$ cat config.mk
export PLATFORM = sky130hd
export DESIGN_NAME = imem_loader
export DESIGN_NICKNAME = d
export VERILOG_FILES = /design/src/rtl/imem_loader_pkg.sv /design/src/rtl/imem_word_packer.sv /design/src/rtl/imem_loader.sv
export SDC_FILE = /design/constraint.sdc
export NUM_CORES = 1
export LEC_CHECK = 0
export ABC_AREA = 1
export BUFFER_PORTS_ARGS = -buffer_cell sky130_fd_sc_hd__buf_2
export CORE_ASPECT_RATIO = 1.75
export CORE_MARGIN = 2
export CORE_UTILIZATION = 40
export CTS_CLUSTER_DIAMETER = 150
export CTS_CLUSTER_SIZE = 30
export DETAILED_ROUTE_END_ITERATION = 10
export HOLD_SLACK_MARGIN = 0.03
export PLACE_DENSITY_LB_ADDON = 0.08
export SLEW_MARGIN = 20
export SYNTH_ARGS = -nofsm -noshare
export SYNTH_HDL_FRONTEND = slang
export SYNTH_SLANG_ARGS = --single-unit
$ cat constraint.sdc
create_clock -name clk -period 1.6 [get_ports clk]
set_clock_uncertainty 0.2 [all_clocks]
set_input_delay 0.08 -clock clk [delete_from_list [all_inputs] [get_ports clk]]
set_output_delay 0.08 -clock clk [all_outputs]
set_load 0.03 [all_outputs]
$ cat src/rtl/imem_loader_pkg.sv
// rtl/imem_loader_pkg.sv - shared types and helpers for the instruction-memory loader
package imem_loader_pkg;

  typedef enum logic [2:0] {
    IDLE = 3'd0,
    HDR  = 3'd1,
    LO   = 3'd2,
    HI   = 3'd3,
    CHK  = 3'd4,
    DONE = 3'd5,
    ERR  = 3'd6
  } state_t;

  localparam int BYTES_PER_WORD = 2;

  function automatic int instr_width(input int rf_bits);
    return 4 + 2 * rf_bits;
  endfunction

endpackage

$ cat src/rtl/imem_word_packer.sv
// rtl/imem_word_packer.sv - latches low/high bytes into a W-bit word and flags oversized high bytes
module imem_word_packer
  import imem_loader_pkg::*;
#(
  parameter int W = 10
) (
  input  logic         clk,
  input  logic         rst,
  input  logic         clear,
  input  logic         lo_load,
  input  logic         hi_load,
  input  logic [7:0]   data,
  output logic [W-1:0] word,
  output logic         fmt_err
);

  localparam int HI_BITS = W - 8;

  logic [7:0] lo_q;
  logic       hi_bad;

  // The high byte only carries HI_BITS meaningful bits; anything above is a framing fault.
  assign hi_bad = (data >> HI_BITS) != 8'd0;
  assign word   = {data[HI_BITS-1:0], lo_q};

  always_ff @(posedge clk) begin
    if (rst) begin
      lo_q    <= 8'd0;
      fmt_err <= 1'b0;
    end else begin
      if (lo_load) begin
        lo_q <= data;
      end
      if (clear) begin
        fmt_err <= 1'b0;
      end else if (hi_load && hi_bad) begin
        fmt_err <= 1'b1;
      end
    end
  end

endmodule

$ cat src/rtl/imem_loader.sv
// rtl/imem_loader.sv - frames host bytes into instruction words, writes them, releases CPU on verified load
module imem_loader
  import imem_loader_pkg::*;
#(
  parameter  int ROM_addressBits = 6,
  parameter  int RF_addressBits  = 3,
  localparam int W               = instr_width(RF_addressBits)
) (
  input  logic                       clk,
  input  logic                       rst,
  input  logic                       start,
  input  logic                       in_valid,
  input  logic [7:0]                 in_data,
  output logic                       in_ready,
  output logic                       imem_writeEnable,
  output logic [ROM_addressBits-1:0] imem_address,
  output logic [W-1:0]               imem_data_in,
  output logic                       cpu_rst_n,
  output logic                       busy,
  output logic                       done,
  output logic                       error,
  output logic [ROM_addressBits:0]   loaded_count
);

  state_t                     state;
  logic [ROM_addressBits-1:0] hdr;
  logic [7:0]                 csum;
  logic                       accept;
  logic                       restart;
  logic [W-1:0]               word;
  logic                       fmt_err;

  assign in_ready  = (state == HDR) || (state == LO) || (state == HI) || (state == CHK);
  assign busy      = in_ready;
  assign done      = (state == DONE);
  assign error     = (state == ERR);
  assign cpu_rst_n = (state == DONE);

  assign accept  = in_valid && in_ready;
  assign restart = start && ((state == IDLE) || (state == DONE) || (state == ERR));

  imem_word_packer #(
    .W(W)
  ) u_packer (
    .clk    (clk),
    .rst    (rst),
    .clear  (restart),
    .lo_load(accept && (state == LO)),
    .hi_load(accept && (state == HI)),
    .data   (in_data),
    .word   (word),
    .fmt_err(fmt_err)
  );

  always_ff @(posedge clk) begin
    if (rst) begin
      state            <= IDLE;
      hdr              <= '0;
      csum             <= 8'd0;
      loaded_count     <= '0;
      imem_writeEnable <= 1'b0;
      imem_address     <= '0;
      imem_data_in     <= '0;
    end else begin
      imem_writeEnable <= 1'b0;
      case (state)
        IDLE, DONE, ERR: begin
          if (start) begin
            state        <= HDR;
            csum         <= 8'd0;
            loaded_count <= '0;
          end
        end
        HDR: begin
          if (accept) begin
            csum <= csum ^ in_data;
            // Header bits beyond the address range would make addresses wrap.
            if ((in_data >> ROM_addressBits) != 8'd0) begin
              state <= ERR;
            end else begin
              hdr   <= in_data[ROM_addressBits-1:0];
              state <= LO;
            end
          end
        end
        LO: begin
          if (accept) begin
            csum  <= csum ^ in_data;
            state <= HI;
          end
        end
        HI: begin
          if (accept) begin
            csum             <= csum ^ in_data;
            imem_writeEnable <= 1'b1;
            imem_address     <= loaded_count[ROM_addressBits-1:0];
            imem_data_in     <= word;
            loaded_count     <= loaded_count + 1'b1;
            state            <= (loaded_count == {1'b0, hdr}) ? CHK : LO;
          end
        end
        CHK: begin
          if (accept) begin
            state <= ((csum == in_data) && !fmt_err) ? DONE : ERR;
          end
        end
        default: state <= IDLE;
      endcase
    end
  end

endmodule

# Word level (Yosys, flattened, before mapping)
# Cells that the tools add are included.
[op_classes]
add_sub_neg = 1
eq_ne = 14
mux = 16
bitwise = 3
n_reduce_logical = 26
[ops]
columns = ["operator", "count"]
rows = [
  ["$mux W3", 7],
  ["$mux W8", 2],
  ["$pmux W8 S2", 1],
  ["$reduce_bool A8 Y1", 2],
  ["$pmux W3 S5", 1],
  ["$mux W7", 2],
  ["$pmux W7 S2", 1],
  ["$ne A2 B2 Y1 const B", 5],
  ["$eq A3 B3 Y1 const B", 3],
  ["$reduce_and A3 Y1", 3],
  ["$eq A8 B8 Y1", 1],
  ["$xor A8 B8 Y8", 1],
  ["$add A7 B1 Y7 const B", 1],
  ["$eq A7 B6 Y1", 1],
  ["$eq A3 B2 Y1 const B", 2],
  ["$logic_and A1 B1 Y1", 6],
  ["$reduce_or A3 Y1", 2],
  ["$logic_or A1 B1 Y1", 5],
  ["$reduce_and A5 Y1", 1],
  ["$reduce_bool A2 Y1", 2],
  ["$reduce_or A2 Y1", 2],
  ["$eq A3 B1 Y1 const B", 1],
  ["$logic_not A3 Y1", 1],
  ["$mux W2", 1],
  ["other kinds (5)", 6],
]
[totals]
regBits = 50
inputBits = 12
output_inout_bits = 29
word_cells = 69

# Longest topological paths before layout
# Gate-level depths: netlist of the first run.
[depth]
depth_word = 7
ltp_mapped = 10
depth_no_buf = 10

# Cells and area by module
# From an unflattened synthesis of the first run, not the netlist that was laid out.
[hier_totals]
hier_cells = 342
hier_area_um2 = 2436.1
[modules_own_cells]
columns = ["module", "n_inst", "cells_per_inst", "area_per_inst_um2", "seq_area_each_um2"]
rows = [
  ["imem_loader", 1, 297, 2098.3, 820.8],
  ["imem_word_packer", 1, 45, 337.8, 180.2],
]

# Least setup slack after synthesis of the first run
# No wires, ideal clock.
[synth_timing]
path_kind = "register to register"
startpoint = "reg loaded_count[0]"
endpoint = "reg loaded_count[6]"
setup_time_ns = 0.119
arrival_ns = 1.363
required_time_ns = 1.281
setup_slack_ns = -0.081
path_stages_with_launch = 7
n_path_buf = 0
synth_period_minus_slack_ns = 1.681
path_cell_list = "dfxtp_1 > ha_1 > nand3_1 > nor2_1 > nand2_1 > nor3b_1 > nor2_1"
[synth_between]
elab_chain_cells = 3
[synth_lines]
columns = ["element", "line", "text"]
rows = [
  ["from (decl)", "imem_loader.sv:22", "output logic [ROM_addressBits:0] loaded_count"],
  ["from (signal assigned)", "imem_loader.sv:98", "loaded_count <= loaded_count + 1'b1;"],
  ["$add A7 B1 Y7", "imem_loader.sv:98", ""],
  ["$mux W7", "imem_loader.sv:93", "if (accept) begin"],
  ["$pmux W7 S2", "imem_loader.sv:66", "case (state)"],
]
# Every way passes these cells. The select of a mux whose other input is x is not followed.
# A chain may end at the register's enable or synchronous reset.

# Worst setup path after layout of the first run
[layout_timing]
startpoint = "reg state[1]"
endpoint = "reg state[1]"
[layout_between]
elab_chain_cells = 7
word_cells_on_any_way = 19
classes_between = "11 x eq/ne; 1 x mux; 7 x reduce/logical"
[layout_lines]
columns = ["element", "line", "text"]
rows = [
  ["from (decl)", "imem_loader.sv:25", "state_t state;"],
  ["from (signal assigned)", "imem_loader.sv:99", "state <= (loaded_count == {1'b0, hdr}) ? CHK : LO;"],
  ["from (signal assigned)", "imem_loader.sv:104", "state <= ((csum == in_data) && !fmt_err) ? DONE : ERR;"],
  ["$eq A3 B1 Y1 or $eq A3 B2 Y1 (tied branches)", "imem_loader.sv:33, imem_loader.sv:66", ""],
  ["$logic_or A1 B1 Y1 (3 in a row)", "imem_loader.sv:33", "assign in_ready = (state == HDR) || (state == LO) || (state == HI) || (state == CHK);"],
  ["$logic_and A1 B1 Y1", "imem_loader.sv:39", "assign accept = in_valid && in_ready;"],
  ["$ne A2 B2 Y1 (no line)", "--", ""],
  ["$reduce_and A5 Y1 (no line)", "--", ""],
]
# Parallel ways exist; a longest one is shown, timed or not.

==> results of run 1 <==
power breakdown:
part | internal, mW | leakage, nW | switching, mW
clock | 0.357 | 0.0478 | 0.458
combinational | 1.11 | 1.05 | 1.54
sequential | 1.48 | 0.410 | 0.212
total | 2.95 | 1.51 | 2.21
path summary, 6_finish.rpt:
| path | endpoint | from | slack (ns) | cells past startpoint |
|---|---|---|---|---|
| hold / removal | loaded_count[5] | start | 0.11 | 6 |
| setup reg to reg | state[1] | state[1] | -0.008 | 10 |
| hold reg to reg | hdr[2] | hdr[2] | 0.27 | 2 |
| setup / recovery | state[1] | state[1] | -0.008 | 10 |
layout make-up:
cell class | instances | area, sq um
fill | 540 | 2273
multi-input combinational | 224 | 1277
sequential | 50 | 1018
timing repair buffer | 81 | 658.1
inverter | 39 | 163.9
tap | 76 | 95.09
clock buffer | 6 | 82.58
clock inverter | 2 | 16.27
synth_stat cells:
| library cell | n |
|---|---|
| nor4_1 | 1 |
| buf_4 | 3 |
| o21ai_1 | 1 |
| nor2_2 | 2 |
| nand2_1 | 59 |
| nand3_1 | 13 |
| nor2_8 | 1 |
| a21oi_2 | 1 |
| o21a_1 | 1 |
| o21ai_0 | 41 |
| inv_1 | 36 |
| ha_1 | 1 |
| o22ai_2 | 1 |
| xor2_1 | 3 |
| dfxtp_1 | 50 |
| nand2_4 | 1 |
| nand4_2 | 1 |
| nor3b_1 | 1 |
| o21ai_2 | 1 |
| nor2_1 | 52 |
| xnor2_1 | 1 |
| buf_2 | 3 |
| nand3b_1 | 1 |
| clkbuf_1 | 5 |
| inv_4 | 1 |
| nor2_4 | 3 |
| nand4_1 | 1 |
| inv_2 | 2 |
| buf_6 | 2 |
| a21oi_1 | 34 |
| nor3_1 | 2 |
layout by cell type, fill, tap and decap left out, types with 3 or more instances in the layout:
cell and n:
nand2_1 55, dfxtp_1 44, nor2_1 36, buf_2 35
inv_1 31, a21oi_1 29, o21ai_0 26, buf_4 19
nor2_4 14, nand3_1 12, o21ai_1 12, buf_6 12
dlygate4sd3_1 10, nor2_2 7, a21oi_2 6, clkbuf_8 6
nand2_4 5, inv_4 4, o21ai_2 4, dfxtp_4 4
inv_2 3, xor2_1 3
registers in the layout, indices dropped and copies added, names as in the netlist:
name	count
imem_writeEnable	1
loaded_count	7
u_packer.lo_q	8
state	3
hdr	6
imem_data_in	10
u_packer.fmt_err	1
csum	8
imem_address	6
metrics by stage:
stage	TNS [ns]	hold WS (ns)	worst slack, ns
finish	-0.007855	0.1108	-0.007855
global route	-1.217	0.1899	-0.1020
CTS	-0.01990	0.09617	-0.009563
detailed placement	-0.2812	0.1573	-0.05013
global placement	-0.1558	0.1520	-0.02649
floorplan	0	-0.05093	0.01781
cell families after synthesis:
| family | Yosys count |
|---|---|
| AOI/OAI and AO/OA | 80 |
| xor gates and xnor gates | 4 |
| adders and majority gates | 1 |
| buffers and inverters | 52 |
| DFF | 50 |
| and+or+nand+nor | 138 |
worst max-delay path: stages (launching register included):
cell and delay (ns):
dfxtp_4 0.38, inv_2 0.06, buf_6 0.09, nand2_4 0.04
nor2_4 0.12, nor2_4 0.06, buf_4 0.13, o21ai_4 0.14
buf_4 0.13, nand2_1 0.06, a21oi_2 0.12
metal layers:
metal | share of wire (%) | wire [um]
met5 | 0 | 0
met4 | 3.4 | 216
met3 | 2.7 | 170
met2 | 55 | 3442
met1 | 39 | 2445
timing repair:
item                                    4_1_cts  5_1_grt
endpoints found under the setup margin       27       46
gates cloned                                  0        3
hold buffers                                 10        0
resized for setup                            17       87
buffers inserted                              2        6
endpoints found under the hold margin        29        0
pin swaps                                     2       13
==> impl_metrics.env, run 1 <==
export IMPL_p_per_area_mw_per_mm2=1558
export IMPL_fp_dieH_um=104.4
export IMPL_top_usage_layer="met2"
export IMPL_fin_crit_ns=1.608
export IMPL_p_total_mw=5.158
export IMPL_ir_worst_vdd_v=0.0008953
export IMPL_final_cells=478
export IMPL_p_leak_nw=1.511
export IMPL_grt_util_met3_pct=2.612
export IMPL_area_growth_pct=43.78
export IMPL_synthSimpleGateAreaFrac_pct=26.45
export IMPL_synth_compound_area_share_pct=18.14
export IMPL_synth_fp_nets=338
export IMPL_numCtsBuffers=5
export IMPL_num_antenna_cells=0
export IMPL_rsz0062_at_grt="yes"
export IMPL_fin_nets=414
export IMPL_grtUsageMet1_pct=22.09
export IMPL_min_period_over_period_pct=100.5
export IMPL_synth_top_family_by_area="simple AND/OR/NAND/NOR gates"
export IMPL_totalWireLength_um=6274
export IMPL_crit_fanout=4
export IMPL_ys_types=31
export IMPL_initial_core_util_pct=41.24
export IMPL_violations="negative setup slack"
export IMPL_place_congestion=0.9263
export IMPL_status="finished, violations left"
export IMPL_drt_wirelength_per_cell_um=13.13
export IMPL_place_area_sq_mm=0.002710
export IMPL_dieArea_sq_mm=0.006406
export IMPL_path_clk_slew_ns=0.10
export IMPL_overflow=0
export IMPL_grt_antenna_before_repair=0
export IMPL_drc=0
export IMPL_synth_fa_ha_area_share_pct=0.5432
export IMPL_fp_dieW_um=61.37
export IMPL_cp_end_kind="register"
export IMPL_io_buffers=40
export IMPL_drive_gt1_share_pct=33.83
export IMPL_synth_top_cells_by_area="dfxtp_1, nand2_1, o21ai_0"
export IMPL_root_buffer="clkbuf_8"
export IMPL_synth_seq_area_share_pct=43.45
export IMPL_setup_viol=1
export IMPL_grt_usage_pct=20.20
export IMPL_netlist_area_sq_mm=0.002303
export IMPL_drt_pass1_iter_count=4
export IMPL_fin_area_sq_mm=0.003312
export IMPL_ios=41
export IMPL_drv_slew=0
export IMPL_worst_pin_slew_ns=0.2737
export IMPL_grt_max_degree=27
export IMPL_htree_levels=2
export IMPL_setup_worst_path_start_class="register"
export IMPL_synth_top_area_cell="dfxtp_1"
export IMPL_required_ns=1.65
export IMPL_vias=2303
export IMPL_drv_cap=0
export IMPL_clkSinkCount=50
export IMPL_max_freq_ghz=0.6219
export IMPL_synth_seq_cells=50
export IMPL_final_hold_viol_count=0
export IMPL_dp_hpwl_um=4448
export IMPL_yosysTopAreaCellShare_pct=43.45
export IMPL_gr_usage_met2_pct=35.33
export IMPL_core_area_sq_mm=0.005585
export IMPL_dp_cells=451
export IMPL_synthMuxAreaShare_pct=0
export IMPL_post_route_util_pct=59.30
export IMPL_synthCells=325
export IMPL_worstPathArrival_ns=1.66
export IMPL_routed_via_density=4.818
export IMPL_grt_pass1_wl_um=9763
export IMPL_antenna_left=0
export IMPL_yosysWarnings=0
export IMPL_cts_path_max_buffers=2
export IMPL_synth_xor_area_share_pct=1.521
export IMPL_drtIter0Drc=94
export IMPL_num_rows=36
export IMPL_hold_path_class="in -> reg"
export IMPL_avgSynthCellArea_sq_um=7.088
export IMPL_setup_ws_ns=-0.007855
export IMPL_worstSkewPairLatency_ns=0.31
export IMPL_first_global_vias=2212
export IMPL_relSlewSlack_pct=81.74
export IMPL_cts_tree="done"
export IMPL_crit_type="reg -> reg"
(Power assumes the default switching activity.)
==> inputs of run 2 (changes only) <==
- CORE_ASPECT_RATIO: 1.75 -> unset
==> run 2 against run 1 <==
Against the previous run: the run now ends clean; cell count is 2.3% lower; hold slack better by 0.039 ns; register-to-register slack better by 0.02 ns; clock power decreased by 9.8%; wire length down 8.5%; sequential power about the same; global-route usage decreased by 2.0 points; sequential share of layout area up 2.1 points; first-iteration DRC count shrank 23%; critical path type unchanged; largest cell class unchanged; largest power group unchanged; highest routed layer unchanged.
==> impl_metrics.env, run 2 (synthesis gave the netlist of run 1 again) <==
export IMPL_status="completed"
export IMPL_top_usage_layer="met2"
export IMPL_n_fill_cell=555
export IMPL_seqCellArea_sq_mm=0.001015
export IMPL_totalWireLength_um=5740
export IMPL_cts_tree="done"
export IMPL_tns_ns=0
export IMPL_cp_end_kind="register"
export IMPL_holdPathStages=6
export IMPL_area_growth_pct=34.00
export IMPL_cpPeakStageDelay_ns=0.39
export IMPL_relSlewSlack_pct=82.10
export IMPL_setup_ws_ns=0.01624
export IMPL_gr_usage_met2_pct=32.17
export IMPL_fp_dieW_um=79.89
export IMPL_crit_fanout=6
export IMPL_cpMostUsedCell="nor2_4"
export IMPL_largest_register="imem_data_in"
export IMPL_seq_power_share_pct=35.5
export IMPL_setup_viol=0
export IMPL_min_to="loaded_count[5]"
export IMPL_drv_cap=0
export IMPL_vias=2272
export IMPL_worstSkewPairLatency_ns=0.29
export IMPL_grt_max_degree=36
export IMPL_fin_crit_ns=1.584
export IMPL_grt_util_met3_pct=3.281
export IMPL_worstRegToRegCells=9
export IMPL_p_leak_nw=1.422
export IMPL_core_area_sq_mm=0.005540
export IMPL_final_cell_mix="nand2_1, dfxtp_1, nor2_1"
export IMPL_grt_usage_pct=18.21
export IMPL_place_congestion=0.8537
export IMPL_grtUsageMet1_pct=23.16
export IMPL_r2r_start="state[0]"
export IMPL_grt_pass1_wl_um=9190
export IMPL_overflow=0
export IMPL_ios=41
export IMPL_drv_slew=0
export IMPL_regToRegSetupSlack_ns=0.02
export IMPL_dp_hpwl_um=4086
export IMPL_clkSinkCount=50
export IMPL_largest_reg_flops=10
export IMPL_drt_wirelength_per_cell_um=12.29
export IMPL_root_buffer="clkbuf_8"
export IMPL_worst_pin_slew_ns=0.2682
export IMPL_htree_levels=2
export IMPL_path_clk_slew_ns=0.09
export IMPL_post_route_util_pct=55.71
export IMPL_fp_dieH_um=79.89
export IMPL_top_regs="imem_data_in (10), csum (8), u_packer.lo_q (8)"
export IMPL_fin_nets=407
export IMPL_drtIter0Drc=72
export IMPL_setup_worst_path_start_class="register"
export IMPL_ir_worst_vdd_v=0.0007100
export IMPL_crit_path_top_delay_cell="dfxtp_4"
export IMPL_io_buffers=40
export IMPL_num_antenna_cells=0
export IMPL_required_ns=1.60
export IMPL_initial_core_util_pct=41.58
export IMPL_final_hold_viol_count=0
export IMPL_reg2reg_to="loaded_count[6]"
export IMPL_multiInputGateArea_sq_mm=0.001195
export IMPL_layout_commonest_cell="nand2_1"
export IMPL_first_global_vias=2025
export IMPL_drt_pass1_iter_count=4
export IMPL_switching_power_mw=2.033
export IMPL_rsz0062_at_grt="yes"
export IMPL_power_share_clock_pct=15.4
export IMPL_dieArea_sq_mm=0.006382
export IMPL_worstHoldStart="start"
export IMPL_cts_path_max_buffers=2
export IMPL_crit_type="reg -> reg"
export IMPL_p_per_area_mw_per_mm2=1542
export IMPL_drc=0
export IMPL_dp_slack_ns=-0.07961
export IMPL_max_freq_ghz=0.6314
export IMPL_p_sw_share_pct=42.71
export IMPL_hold_path_class="in -> reg"
export IMPL_crit_path_cell_trace="nor2_4, nor2_8, inv_4, nand2_4, nor2_4, nor2_4, buf_4, nor3b_2, nor2_1"
export IMPL_min_period_over_period_pct=98.98
export IMPL_num_rows=27
export IMPL_drive_gt1_share_pct=29.87
export IMPL_internal_power_mw=2.727
export IMPL_routed_via_density=4.865
export IMPL_worstPathArrival_ns=1.58
export IMPL_grt_antenna_before_repair=0
export IMPL_numCtsBuffers=5
export IMPL_combPwrFrac_pct=49.1
export IMPL_antenna_left=0
## run 2: worst max path at each step
stage	end	slack (ns)	cells past startpoint	startpoint
after CTS	busy	0.002	5	state[0]
after detailed placement	state[0]	-0.08	7	state[2]
after global placement	loaded_count[1]	-0.07	9	state[1]
final	loaded_count[6]	0.02	9	state[0]
after global routing	loaded_count[3]	-0.06	10	state[0]
after floorplan	hdr[2]	0.02	9	state[2]
## run 2: what timing repair did
action | 4_1_cts | 5_1_grt
cloned | 0 | 2
hold buffers | 10 | 0
buffers inserted | 0 | 6
pin swaps | 0 | 10
resized for setup | 6 | 53
setup endpoints to repair | 27 | 47
hold endpoints to repair | 25 | 0
## run 2: critical path: cells and delay by family (launching register included)
family / cells / cell delay (ns)
buffers and inverters: 2 / 0.22
flip-flops: 1 / 0.39
AND/OR/NAND/NOR: 7 / 0.68
## run 2: metal layers
layer | vias to the layer above | routed length, um
li1 | 1184 | -
met1 | 1053 | 2662
met2 | 33 | 2858
met3 | 2 | 189
met4 | 0 | 29
met5 | - | 0
## run 2: metrics by stage
stage | instances | power, mW | cell area [sq um] | hold WS, ns
floorplan | 325 | 3.059 | 2321 | -0.05093
global placement | 441 | 3.548 | 2685 | 0.1632
detailed placement | 441 | 3.568 | 2685 | 0.1709
CTS | 459 | 4.363 | 2890 | 0.1181
global route | 467 | 5.128 | 3087 | 0.1542
finish | 467 | 4.760 | 3087 | 0.1497
## run 2: area by class of cell
type,instances,share of cell area [%]
multi-input cells,224,38.71
well taps,72,2.919
clock inverters,3,0.6891
inverters,39,5.189
clock buffers,5,2.229
repair inverters,1,0.2432
flip-flops and latches,50,32.87
repair buffers,73,17.15
## run 2: power groups by stage
stage          Combinational (mW)  Sequential [mW]  Clock [mW]
6_report                     2.34             1.69       0.735
5_1_grt                      2.59             1.72       0.818
4_1_cts                      1.95             1.65       0.762
3_5_place_dp                 1.92             1.65           0
3_3_place_gp                 1.90             1.65           0
2_1_floorplan                1.37             1.69           0
